[src/rtl/shim_trigger_log_pkg.sv]
// Shared definitions for the trigger timestamp logger.
//   word_sel_e      : readout word-select state (low half / high half of an entry)
//   WORD_WIDTH      : width of one host readout word
//   DEFAULT_*       : default parameter values for the logger and its FIFO
package shim_trigger_log_pkg;

  typedef enum logic {
    WS_LOW  = 1'b0,
    WS_HIGH = 1'b1
  } word_sel_e;

  localparam int WORD_WIDTH             = 32;
  localparam int DEFAULT_TS_WIDTH       = 48;
  localparam int DEFAULT_FIFO_DEPTH     = 16;
  localparam int DEFAULT_DROP_CNT_WIDTH = 16;

endpackage : shim_trigger_log_pkg

[src/rtl/shim_ts_sync_fifo.sv]
// Generic single-clock first-word-fall-through FIFO.
//   clk, rst    : clock and synchronous active-high reset
//   clear       : synchronous flush, same effect as rst
//   wr_en       : push wr_data (ignored while full)
//   rd_en       : pop the head entry (ignored while empty)
//   rd_data     : head entry, valid whenever empty is low
//   full, empty : occupancy flags
module shim_ts_sync_fifo #(
  parameter int WIDTH = 48,
  parameter int DEPTH = 16
) (
  input  logic             clk,
  input  logic             rst,
  input  logic             clear,
  input  logic             wr_en,
  input  logic [WIDTH-1:0] wr_data,
  input  logic             rd_en,
  output logic [WIDTH-1:0] rd_data,
  output logic             full,
  output logic             empty
);

  localparam int AW = $clog2(DEPTH);

  logic [WIDTH-1:0] mem [DEPTH];
  logic [AW-1:0]    wr_ptr;
  logic [AW-1:0]    rd_ptr;
  logic [AW:0]      count;
  logic             wr_ok;
  logic             rd_ok;

  assign wr_ok = wr_en & ~full;
  assign rd_ok = rd_en & ~empty;

  assign full    = (count == (AW+1)'(DEPTH));
  assign empty   = (count == '0);
  assign rd_data = mem[rd_ptr];

  // NOTE: storage is not reset; an entry is only ever read after it was
  // written, so clearing the array would cost flops and buy nothing.
  always_ff @(posedge clk) begin
    if (wr_ok) begin
      // NOTE: sequential state uses non-blocking assignments so every
      // register samples the pre-edge values of the others.
      mem[wr_ptr] <= wr_data;
    end
  end

  // Depth is a power of two, so pointers wrap naturally at their width.
  always_ff @(posedge clk) begin
    if (rst || clear) begin
      wr_ptr <= '0;
      rd_ptr <= '0;
      count  <= '0;
    end else begin
      if (wr_ok) wr_ptr <= wr_ptr + AW'(1);
      if (rd_ok) rd_ptr <= rd_ptr + AW'(1);
      case ({wr_ok, rd_ok})
        2'b10:   count <= count + (AW+1)'(1);
        2'b01:   count <= count - (AW+1)'(1);
        default: count <= count;
      endcase
    end
  end

endmodule : shim_ts_sync_fifo

[src/rtl/shim_trigger_timestamp_logger.sv]
// Timestamps trigger pulses against a free-running cycle counter, buffers
// them in a FIFO and streams each entry to the host as two 32-bit words
// (low word first). Also keeps trigger/drop statistics.
//   clk, rst         : clock and synchronous active-high reset
//   trigger_in       : each high cycle is one trigger
//   log_en           : gates capture and counting of triggers
//   clear            : synchronous flush of FIFO, counters and flags
//   data_word_rd_en  : pop one readout word
//   data_word        : current readout word (0 when empty)
//   data_buf_empty   : no entry available
//   data_buf_full    : FIFO fully occupied
//   trigger_count    : triggers seen while logging, wrapping
//   dropped_count    : triggers lost to a full FIFO, saturating
//   overflow         : sticky, a trigger was dropped
//   underflow        : sticky, a read was attempted while empty
module shim_trigger_timestamp_logger
  import shim_trigger_log_pkg::*;
#(
  parameter int TS_WIDTH       = DEFAULT_TS_WIDTH,
  parameter int FIFO_DEPTH     = DEFAULT_FIFO_DEPTH,
  parameter int DROP_CNT_WIDTH = DEFAULT_DROP_CNT_WIDTH
) (
  input  logic                      clk,
  input  logic                      rst,
  input  logic                      trigger_in,
  input  logic                      log_en,
  input  logic                      clear,
  input  logic                      data_word_rd_en,
  output logic [WORD_WIDTH-1:0]     data_word,
  output logic                      data_buf_empty,
  output logic                      data_buf_full,
  output logic [31:0]               trigger_count,
  output logic [DROP_CNT_WIDTH-1:0] dropped_count,
  output logic                      overflow,
  output logic                      underflow
);

  logic [TS_WIDTH-1:0] ts_counter;
  logic [TS_WIDTH-1:0] fifo_rd_data;
  logic                fifo_full;
  logic                fifo_empty;
  logic                capture;
  logic                fifo_wr;
  logic                pop;
  logic                fifo_rd;
  word_sel_e           ws_q;
  word_sel_e           ws_d;

  assign capture = trigger_in & log_en;
  // Full is the start-of-cycle flag, so a trigger arriving with the final
  // HIGH pop of a full FIFO is dropped rather than taking the freed slot.
  assign fifo_wr = capture & ~fifo_full;
  assign pop     = data_word_rd_en & ~fifo_empty;
  // The entry is only released once its high word has been consumed.
  assign fifo_rd = pop & (ws_q == WS_HIGH);

  shim_ts_sync_fifo #(
    .WIDTH (TS_WIDTH),
    .DEPTH (FIFO_DEPTH)
  ) u_fifo (
    .clk     (clk),
    .rst     (rst),
    .clear   (clear),
    .wr_en   (fifo_wr),
    .wr_data (ts_counter),
    .rd_en   (fifo_rd),
    .rd_data (fifo_rd_data),
    .full    (fifo_full),
    .empty   (fifo_empty)
  );

  assign data_buf_empty = fifo_empty;
  assign data_buf_full  = fifo_full;

  always_ff @(posedge clk) begin
    if (rst || clear) ts_counter <= '0;
    else              ts_counter <= ts_counter + TS_WIDTH'(1);
  end

  always_ff @(posedge clk) begin
    if (rst || clear) begin
      trigger_count <= '0;
      dropped_count <= '0;
      overflow      <= 1'b0;
      underflow     <= 1'b0;
    end else begin
      if (capture) begin
        trigger_count <= trigger_count + 32'd1;
        if (fifo_full) begin
          overflow <= 1'b1;
          if (dropped_count != '1) dropped_count <= dropped_count + DROP_CNT_WIDTH'(1);
        end
      end
      if (data_word_rd_en && fifo_empty) underflow <= 1'b1;
    end
  end

  // Word-select state machine: LOW -> HIGH -> LOW, one step per pop.
  always_ff @(posedge clk) begin
    if (rst) ws_q <= WS_LOW;
    else     ws_q <= ws_d;
  end

  always_comb begin
    // NOTE: every combinational output gets a default first so no path
    // through the block leaves it unassigned (which would infer a latch).
    ws_d = ws_q;
    if (clear)    ws_d = WS_LOW;
    else if (pop) ws_d = (ws_q == WS_LOW) ? WS_HIGH : WS_LOW;
  end

  always_comb begin
    data_word = '0;
    if (!fifo_empty) begin
      if (ws_q == WS_LOW) data_word = fifo_rd_data[WORD_WIDTH-1:0];
      else                data_word = WORD_WIDTH'(fifo_rd_data >> WORD_WIDTH);
    end
  end

endmodule : shim_trigger_timestamp_logger

[config.mk]
export PLATFORM = sky130hd
export DESIGN_NAME = shim_trigger_timestamp_logger
export DESIGN_NICKNAME = d
export VERILOG_FILES = /design/src/rtl/shim_trigger_log_pkg.sv /design/src/rtl/shim_ts_sync_fifo.sv /design/src/rtl/shim_trigger_timestamp_logger.sv
export SDC_FILE = /design/constraint.sdc
export NUM_CORES = 1
export LEC_CHECK = 0
export ABC_AREA = 1
export ABC_CLOCK_PERIOD_IN_PS = 5700
export BUFFER_PORTS_ARGS = -buffer_cell sky130_fd_sc_hd__buf_4
export CORE_MARGIN = 5
export CORE_UTILIZATION = 60
export CTS_BUF_LIST = sky130_fd_sc_hd__clkbuf_4 sky130_fd_sc_hd__clkbuf_8
export CTS_CLUSTER_SIZE = 40
export DETAILED_ROUTE_END_ITERATION = 8
export HOLD_SLACK_MARGIN = 0.06
export PLACE_DENSITY = 0.77
export SLEW_MARGIN = 15
export SYNTH_ARGS = -nofsm -noshare
export SYNTH_HDL_FRONTEND = slang
export SYNTH_SLANG_ARGS = --single-unit
[constraint.sdc]
create_clock -name clk -period 5.7 [get_ports clk]
set_input_delay 1.14 -clock clk [delete_from_list [all_inputs] [get_ports clk]]
set_output_delay 1.14 -clock clk [all_outputs]
set_load 0.02 [all_outputs]
; ---- Word level (Yosys, flattened, before mapping)
; Memories as Yosys holds them, arrays and structs flattened. A register that Yosys moved wholly into a read port is not among the register bits.
; Cells that the tools add are included.
[totals]
ff_bits = 112
ramBits = 768
in_bits = 6
output_inout_bits = 84
word_cells = 44
mem_count = 1
[mem_list]
columns = memory, words, width, read_ports, rd_ports_with_merged_regs, write_ports, line_no
row1 = u_fifo.mem, 16, 48, 1, 1, 1, shim_ts_sync_fifo.sv:25  ; logic [WIDTH-1:0] mem [DEPTH];
[op_classes]
add_sub_neg = 7
eq_ne = 4
mux = 8
bitwise = 8
reduce_logical = 7
[op_table]
columns = cell, count
row1 = 32-bit 2-to-1 mux, 2
row2 = "48-bit by 1-bit adder with 48-bit output, second input constant", 1
row3 = "32-bit by 1-bit adder with 32-bit output, second input constant", 1
row4 = "16-bit by 1-bit adder with 16-bit output, second input constant", 1
row5 = "16-bit != test, second input constant", 1
row6 = 5-bit case mux with 2 select lines, 1
row7 = "4-bit by 1-bit adder with 4-bit output, second input constant", 2
row8 = 4-bit 2-to-1 mux, 2
row9 = 1-bit AND, 6
row10 = "5-bit by 1-bit adder with 5-bit output, second input constant", 1
row11 = "5-bit == test, second input constant", 1
row12 = 5-bit logical NOT, 1
row13 = "5-bit by 1-bit subtractor with 5-bit output, second input constant", 1
row14 = 1-bit 2-to-1 mux, 3
row15 = 3-bit AND reduction, 1
row16 = "2-bit by 1-bit == test with 1-bit output, second input constant", 1
row17 = "2-bit == test, second input constant", 1
row18 = 1-bit NOT, 2
row19 = 2-bit AND reduction, 1
row20 = 2-bit nonzero test, 1
row21 = 2-bit OR reduction, 1
row22 = 1-bit logical AND, 1
row23 = 1-bit logical OR, 1

; ---- Depth between registers and ports, before layout
; Gate-level depths: netlist of the first run.
[logic_depth]
depth_word = 7
mapped_depth = 16
mapped_depth_nobuf = 15

; ---- Cells and area by module
; From an unflattened synthesis of the first run, not the netlist that was laid out.
[unflattened]
cells_unflattened = 3097
area_unflattened_um2 = 37425.9
[modules_own_cells]
columns = mod, instances, cells_each, area_per_inst_um2, seq_area_each_um2
row1 = shim_ts_sync_fifo, 1, 2149, 31645.4, 23402.4
row2 = shim_trigger_timestamp_logger, 1, 948, 5780.5, 1981.9

; ---- Least setup slack after synthesis of the first run
; OpenSTA, ideal clock, no wires.
[synth_timing]
kind = input to register
startpoint = input trigger_in
endpoint = memory u_fifo.mem[11][0] (enable)
setup_time_ns = 0.454
t_arrival_ns = 3.698
required_ns = 5.246
slack_ns = 1.549
path_stages = 6
n_path_buf = 0
cell_sequence = nand2_4 > inv_6 > nand2_1 > nor2_1 > nand2_1 > nor2_1
[synth_via]
elab_chain_len = 5
[synth_rtl]
columns = item, line_no
row1 = start: declaration, shim_trigger_timestamp_logger.sv:25  ; input logic trigger_in,
row2 = 1-bit AND, shim_trigger_timestamp_logger.sv:49  ; assign capture = trigger_in & log_en;
row3 = 1-bit AND, shim_trigger_timestamp_logger.sv:52  ; assign fifo_wr = capture & ~fifo_full;
row4 = 1-bit AND, shim_ts_sync_fifo.sv:32  ; assign wr_ok = wr_en & ~full;
row5 = 1-bit 2-to-1 mux, shim_ts_sync_fifo.sv:42  ; if (wr_ok) begin
row6 = 1-bit 2-to-1 mux (not written as such), shim_ts_sync_fifo.sv:45  ; mem[wr_ptr] <= wr_data;
row7 = end: declaration, shim_ts_sync_fifo.sv:25
; No other way between the ends.

==> results of run 1 <==
[sequential cells by signal, summed over array words and instances (netlist names), named ones only]
register,cells
u_fifo.count,5
ts_counter,48
trigger_count,32
overflow,1
u_fifo.mem,768
ws_q,1
underflow,1
dropped_count,16
u_fifo.wr_ptr,4
u_fifo.rd_ptr,4
[worst paths after layout]
path / to / slack [ns] / cells past startpoint
max: data_word[31] / 0.69 / 7
min reg2reg: trigger_count[20] / 0.48 / 2
max reg2reg: u_fifo.mem[5][27] / 2.63 / 7
min: trigger_count[20] / 0.48 / 2
[worst max-delay path, delay by kind of cell (launching register included)]
family                 cells  cell delay [ns]
AO/OA/AOI/OAI              3             0.78
buffers and inverters      3             1.67
flip-flops                 1             0.39
AND/OR/NAND/NOR            1             0.11
[report_power, final]
part | internal, mW | switching [mW]
registers | 6.96 | 0.0116
clock network | 2.84 | 2.42
logic | 0.0568 | 0.124
[cells in the final DEF (no fill, tap or decap), types with 23 or more instances in the layout]
master,n
nor3_1,52
o21ai_1,51
o21ai_0,374
a21oi_1,124
edfxtp_1,768
o22ai_1,23
clkbuf_8,142
nor2_1,488
dfxtp_1,112
nand2_1,233
o221ai_1,151
nand3_1,111
clkinv_1,27
inv_1,133
buf_4,129
clkbuf_4,49
[cells in the mapped netlist, types with 2 or more instances]
master    number  area [sq um]
xor2_1        21           184
nor4_1        10          62.6
nor2_4         4          45.0
o21a_1         4          30.0
buf_2         41           205
buf_1          4          15.0
or2_1         12          75.1
a21o_1         4          30.0
clkbuf_1      94           353
buf_4         20           150
clkbuf_2       2          10.0
nor2_1       505          1900
inv_1        134           503
dfxtp_1      116          2320
nand2_2        6          37.5
nor3_1        52           260
o221ai_1     151          1320
a211oi_1       6          45.0
inv_2          2          7.51
o22a_1        14           123
and3_1         4          25.0
o211ai_1      18           135
o22ai_1       23           144
nor3b_1        5          37.5
or2_2          5          31.3
nor2_2         8          50.1
o21ai_1       51           255
edfxtp_1     768         23100
nand2_1      234           878
ha_1          10           125
nand4_1       19           119
xnor2_1        5          43.8
o21ai_0      374          1870
a21oi_1      124           621
a32o_1         4          40.0
buf_6         14           158
nand3_1      111           556
[cell families after synthesis]
| logic type | after synthesis | synth area share (%) |
|---|---|---|
| AO/OA/AOI/OAI | 778 | 13.0 |
| XOR/XNOR | 26 | 0.634 |
| adder cells (fa/ha/maj) | 10 | 0.348 |
| buffers and inverters | 314 | 3.95 |
| flip-flops | 884 | 70.6 |
| AND/OR/NAND/NOR | 981 | 11.5 |
[layout make-up]
cell class                 instances  share of cell area [%]
antenna                            1                 0.00625
clock buffer                     191                    5.80
clock inverter                    57                    1.01
inverter                         139                    1.35
multi-input combinational       1795                    23.2
sequential                       884                    63.4
tap                              773                    2.42
timing repair buffer             137                    2.82
[metal layers]
metal | share of wire (%) | wire, microns
met3 | 10 | 9150
met5 | 0 | 0
met4 | 2.6 | 2410
met1 | 39 | 35900
met2 | 48 | 44100
==> run_results.csv, run 1 <==
group,metric,value,unit
run_status,status,"completed",
sta,slew_headroom,21.7,%
global_route,grt_pass1_vias,24787,
power_and_ir_drop,peakVddDrop,0.199,mV
sta,rsz0062_at_grt,"false",
cells_and_area,syn_to_final_growth,11.4,%
floorplanning,core_area,0.0591,sq mm
sta,worst_slew_pin_slew,1.17,ns
worst_hold_path,min_from,"trigger_count[20]",
cells_and_area,register_area,0.0254,sq mm
floorplanning,die_area,0.0649,sq mm
clocking,cts_resized,0,
placement,hpwl,49600,microns
yosys,synth-edff-count,768,
global_route,grt_use_met3,6.95,%
critical_path,cp_data_arrival_time,3.87,ns
drt,drt_iter0_drc,2938,
global_route,antenna_found_initial,1,
drt,vias,25011,
global_route,grt_max_degree,210,
floorplanning,die_h,255,microns
clocking,clkSinkCount,884,
global_route,grt_pass1_wl,138000,microns
placement,portBuffers,89,
clocking,clock_latency,0.80,ns
global_route,grt_usage,27.8,%
critical_path,cp_slowest_cell,"buf_4",
yosys,yosysSeqAreaShare,70.6,%
clocking,postCtsHoldBufs,0,
worst_hold_path,hp-class,"reg2reg",
sta,finalHoldViolCount,0,
placement,dp.cells,3727,
yosys,syn_area_per_cell,12.0,sq um
cells_and_area,multi_input_area,0.00927,sq mm
yosys,netlist_instances,2993,
global_route,met2_usage,44.4,%
sta,max_freq,200,MHz
sta,setup_viol,0,
critical_path,path_class,"reg2out",
global_route,grt_busiest_layer,"met2",
critical_path,crit_path_frequent_cell,"buf_4",
floorplanning,initial_core_util,60.8,%
cells_and_area,post_route_cells_drive_above_1_share,13.0,%
cells_and_area,fin_area,0.0400,sq mm
floorplanning,num_rows,89,
global_route,overflow,0,
cells_and_area,fillCellCount,4115,
clocking,cts_buffers,138,
clocking,cts_tree,"yes",
clocking,cts_root_buf,"clkbuf_8",
sta,setup_tns,0,ns
run,cap_viol_max_count,0,
drt,first_pass_iters,5,
sta,skew,0.0217,ns
yosys,synth_seq_cells,884,
yosys,synth.distinct_cells,51,
drt,viasPerCell,6.29,
sta,drv_slew,0,
global_route,use_met1,37.6,%
sta,min_period_over_period,87.9,%
sta,fin_ws,0.690,ns
drt,routed_wl,91500,microns
critical_path,reg2reg_from,"u_fifo.count[2]",
clocking,cts_setup_buffers,0,
yosys,async_flop_share,0,%
power_and_ir_drop,power_leakage,13.3,nW
drt,drc,0,
critical_path,cp_cell_sequence,"buf_4 -> buf_4 -> o21ai_0 -> o221ai_1 -> nand3_1 -> a21oi_1 -> buf_4",
power_and_ir_drop,power_density,310,mW/mm^2
cells_and_area,final_cells,3977,
critical_path,critPathCaptureType,"output pin",
yosys,synth.net_count,3009,
drt,avgRoutedWirePerCell,23.0,microns
sta,fin_crit,5.01,ns
critical_path,startpoint_type,"flip-flop",
placement,gp_congestion,0.948,
sta,fin_hold_ws,0.478,ns
floorplanning,num_io_pins,90,
placement,dpl_cell_area,0.0373,sq mm
power_and_ir_drop,power,12.4,mW
drt,detail-route-antenna-nets,0,
cells_and_area,utilization,67.7,%
clocking,cts_buffer_depth,3,
critical_path,critPathRequiredTime,4.56,ns
clocking,clkSlewWorstSetupHoldPaths,0.06,ns
yosys,syn_area,0.0359,sq mm
yosys,yosys_warnings,0,
critical_path,cpPeakStageDelay,0.76,ns
yosys,ys.flop_type,"edfxtp_1",
cells_and_area,layout.nets,3111,
placement,dp_slack,1.57,ns
critical_path,critPathMaxFanout,92,
floorplanning,die_w,255,microns
clocking,htreeDepth,4,
Note: power is estimated with default switching activity, not from simulation.
==> run 2: changes to the inputs <==
--- a/config.mk
+++ b/config.mk
@@ -10,7 +10,6 @@
 export BUFFER_PORTS_ARGS = -buffer_cell sky130_fd_sc_hd__buf_4
 export CORE_MARGIN = 5
 export CORE_UTILIZATION = 60
-export CTS_BUF_LIST = sky130_fd_sc_hd__clkbuf_4 sky130_fd_sc_hd__clkbuf_8
 export CTS_CLUSTER_SIZE = 40
 export DETAILED_ROUTE_END_ITERATION = 8
 export HOLD_SLACK_MARGIN = 0.06
==> run 2 against run 1 <==
- sequential cell count is the same
- utilization grew 0.063 points
- clock power grew 6.3%
- sequential share of layout area shrank 0.060 points
- global-route usage shrank 0.13 points
- clock-buffer cell count shrank 67
==> run_results.csv, run 2 (same netlist as run 1, synthesis figures left out) <==
group,metric,value,unit
run,cap_viol_max_count,0,
critical_path,startpoint_type,"flip-flop",
cells_and_area,utilization,67.8,%
floorplanning,die_w,255,microns
sta,min_period_over_period,86.8,%
global_route,grt_max_degree,210,
clocking,cts_buffers,86,
sta,fin_ws,0.755,ns
critical_path,critPathCaptureType,"output pin",
clocking,cts_tree,"yes",
floorplanning,die_area,0.0649,sq mm
critical_path,cp_data_arrival_time,3.80,ns
drt,viasPerCell,6.39,
sta,worst_slew_pin_slew,1.19,ns
cells_and_area,top_register,"u_fifo.mem",
cells_and_area,num_antenna_cells,0,
critical_path,critPathMaxFanout,92,
critical_path,reg2reg_depth,8,
power_and_ir_drop,power_density,318,mW/mm^2
sta,fin_crit,4.94,ns
sta,finalHoldViolCount,0,
clocking,cts_buffer_depth,3,
sta,setup_tns,0,ns
drt,detail-route-antenna-nets,0,
clocking,clock_latency,0.63,ns
drt,vias,24826,
cells_and_area,post_route_cells_drive_above_1_share,9.93,%
worst_hold_path,hold_depth,2,
power_and_ir_drop,peakVddDrop,0.230,mV
floorplanning,num_rows,89,
critical_path,regToRegEndpoint,"ts_counter[44]",
power_and_ir_drop,p_clk_share,43.9,%
sta,setup_viol,0,
cells_and_area,syn_to_final_growth,11.5,%
global_route,overflow,0,
clocking,cts_setup_buffers,0,
run_status,status,"completed",
sta,fin_hold_ws,0.476,ns
sta,rsz0062_at_grt,"false",
cells_and_area,largest_registers,"u_fifo.mem x768, ts_counter x48, trigger_count x32",
global_route,grt_usage,27.7,%
power_and_ir_drop,power_leakage,13.2,nW
power_and_ir_drop,power,12.7,mW
critical_path,critPathRequiredTime,4.56,ns
worst_hold_path,hp-class,"reg2reg",
floorplanning,core_area,0.0591,sq mm
critical_path,r2r_slack,2.51,ns
drt,first_pass_iters,6,
placement,dp_slack,1.57,ns
global_route,grt_pass1_vias,24246,
cells_and_area,layout.nets,3058,
sta,drv_slew,0,
power_and_ir_drop,swShare,19.4,%
power_and_ir_drop,p_sw,2.47,mW
drt,drt_iter0_drc,3352,
sta,slew_headroom,20.7,%
clocking,clkSlewWorstSetupHoldPaths,0.06,ns
placement,portBuffers,89,
placement,hpwl,49600,microns
drt,avgRoutedWirePerCell,23.6,microns
clocking,htreeDepth,3,
cells_and_area,final_cell_mix,"edfxtp_1 (768), nor2_1 (488), o21ai_0 (374)",
floorplanning,die_h,255,microns
global_route,antenna_found_initial,0,
floorplanning,num_io_pins,90,
worst_hold_path,hold_end,"trigger_count[20]",
clocking,clkSinkCount,884,
cells_and_area,layout_commonest_cell,"edfxtp_1",
drt,drc,0,
worst_hold_path,min_from,"trigger_count[20]",
power_and_ir_drop,internal_power,10.3,mW
sta,max_freq,202,MHz
floorplanning,initial_core_util,60.8,%
drt,routed_wl,91800,microns
cells_and_area,largest_reg_flops,768,
power_and_ir_drop,seqPwrFrac,54.7,%
clocking,cts_resized,0,
clocking,postCtsHoldBufs,0,
power_and_ir_drop,power_frac_comb,1.4,%
placement,gp_congestion,0.948,
critical_path,reg2reg_from,"ts_counter[0]",
clocking,cts_root_buf,"clkbuf_16",
global_route,grt_pass1_wl,138000,microns
sta,skew,0.0179,ns
critical_path,path_class,"reg2out",
## run 2: cell types whose count changed in the layout (fill, tap and decap cells not counted), moves of 4 or more
cell	previous run	this run
clkbuf_1	0	27
clkbuf_16	0	90
clkbuf_4	49	0
clkbuf_8	142	7
clkinv_1	27	15
clkinv_2	13	4
inv_6	8	4
## run 2: power by group through the flow
| stage | Combinational, mW | Sequential [mW] | Clock, mW |
|---|---|---|---|
| 2_1_floorplan | 0.102 | 7.11 | 0 |
| 3_3_place_gp | 0.177 | 7.10 | 0 |
| 3_5_place_dp | 0.181 | 7.11 | 0 |
| 4_1_cts | 0.182 | 6.97 | 5.63 |
| 5_1_grt | 0.195 | 6.97 | 5.93 |
| 6_report | 0.182 | 6.97 | 5.59 |
## run 2: worst max path at each step
stage          startpoint                 to  slack (ns)  cells past startpoint
2_1_floorplan  trigger_in  u_fifo.mem[11][0]        1.55                      6
3_3_place_gp    flip-flop      data_word[26]        1.68                      7
3_5_place_dp    flip-flop       data_word[8]        1.57                      8
4_1_cts         flip-flop      data_word[26]        0.83                      7
5_1_grt         flip-flop      data_word[26]        0.58                      7
6_report        flip-flop      data_word[26]        0.76                      7
## run 2: layout make-up
cell class,count,area (sq um)
clock buffers,124,2450
clock inverters,34,337
fillers,4050,19100
inverters,139,539
multi-input cells,1795,9270
flip-flops and latches,884,25400
well taps,773,967
repair buffers,136,1110
## run 2: metrics by stage
stage               std cells  cell area [sq um]
finish                   3885              40100
global route             3885              40100
CTS                      3885              40100
detailed placement       3727              37300
global placement         3727              37300
floorplan                2993              35900
## run 2: worst max-delay path: stages (launching register included)
cell and delay [ns]:
dfxtp_4 0.39, buf_4 0.71, buf_4 0.79, o21ai_0 0.27, o221ai_1 0.29, nand3_1 0.11, a21oi_1 0.32, buf_4 0.21
## run 2: layer usage
metal,part of all wire (%),GRT usage (%)
met5,0,0
met3,10,5.35
met1,39,37.9
met2,48,45.3
met4,2.8,9.54
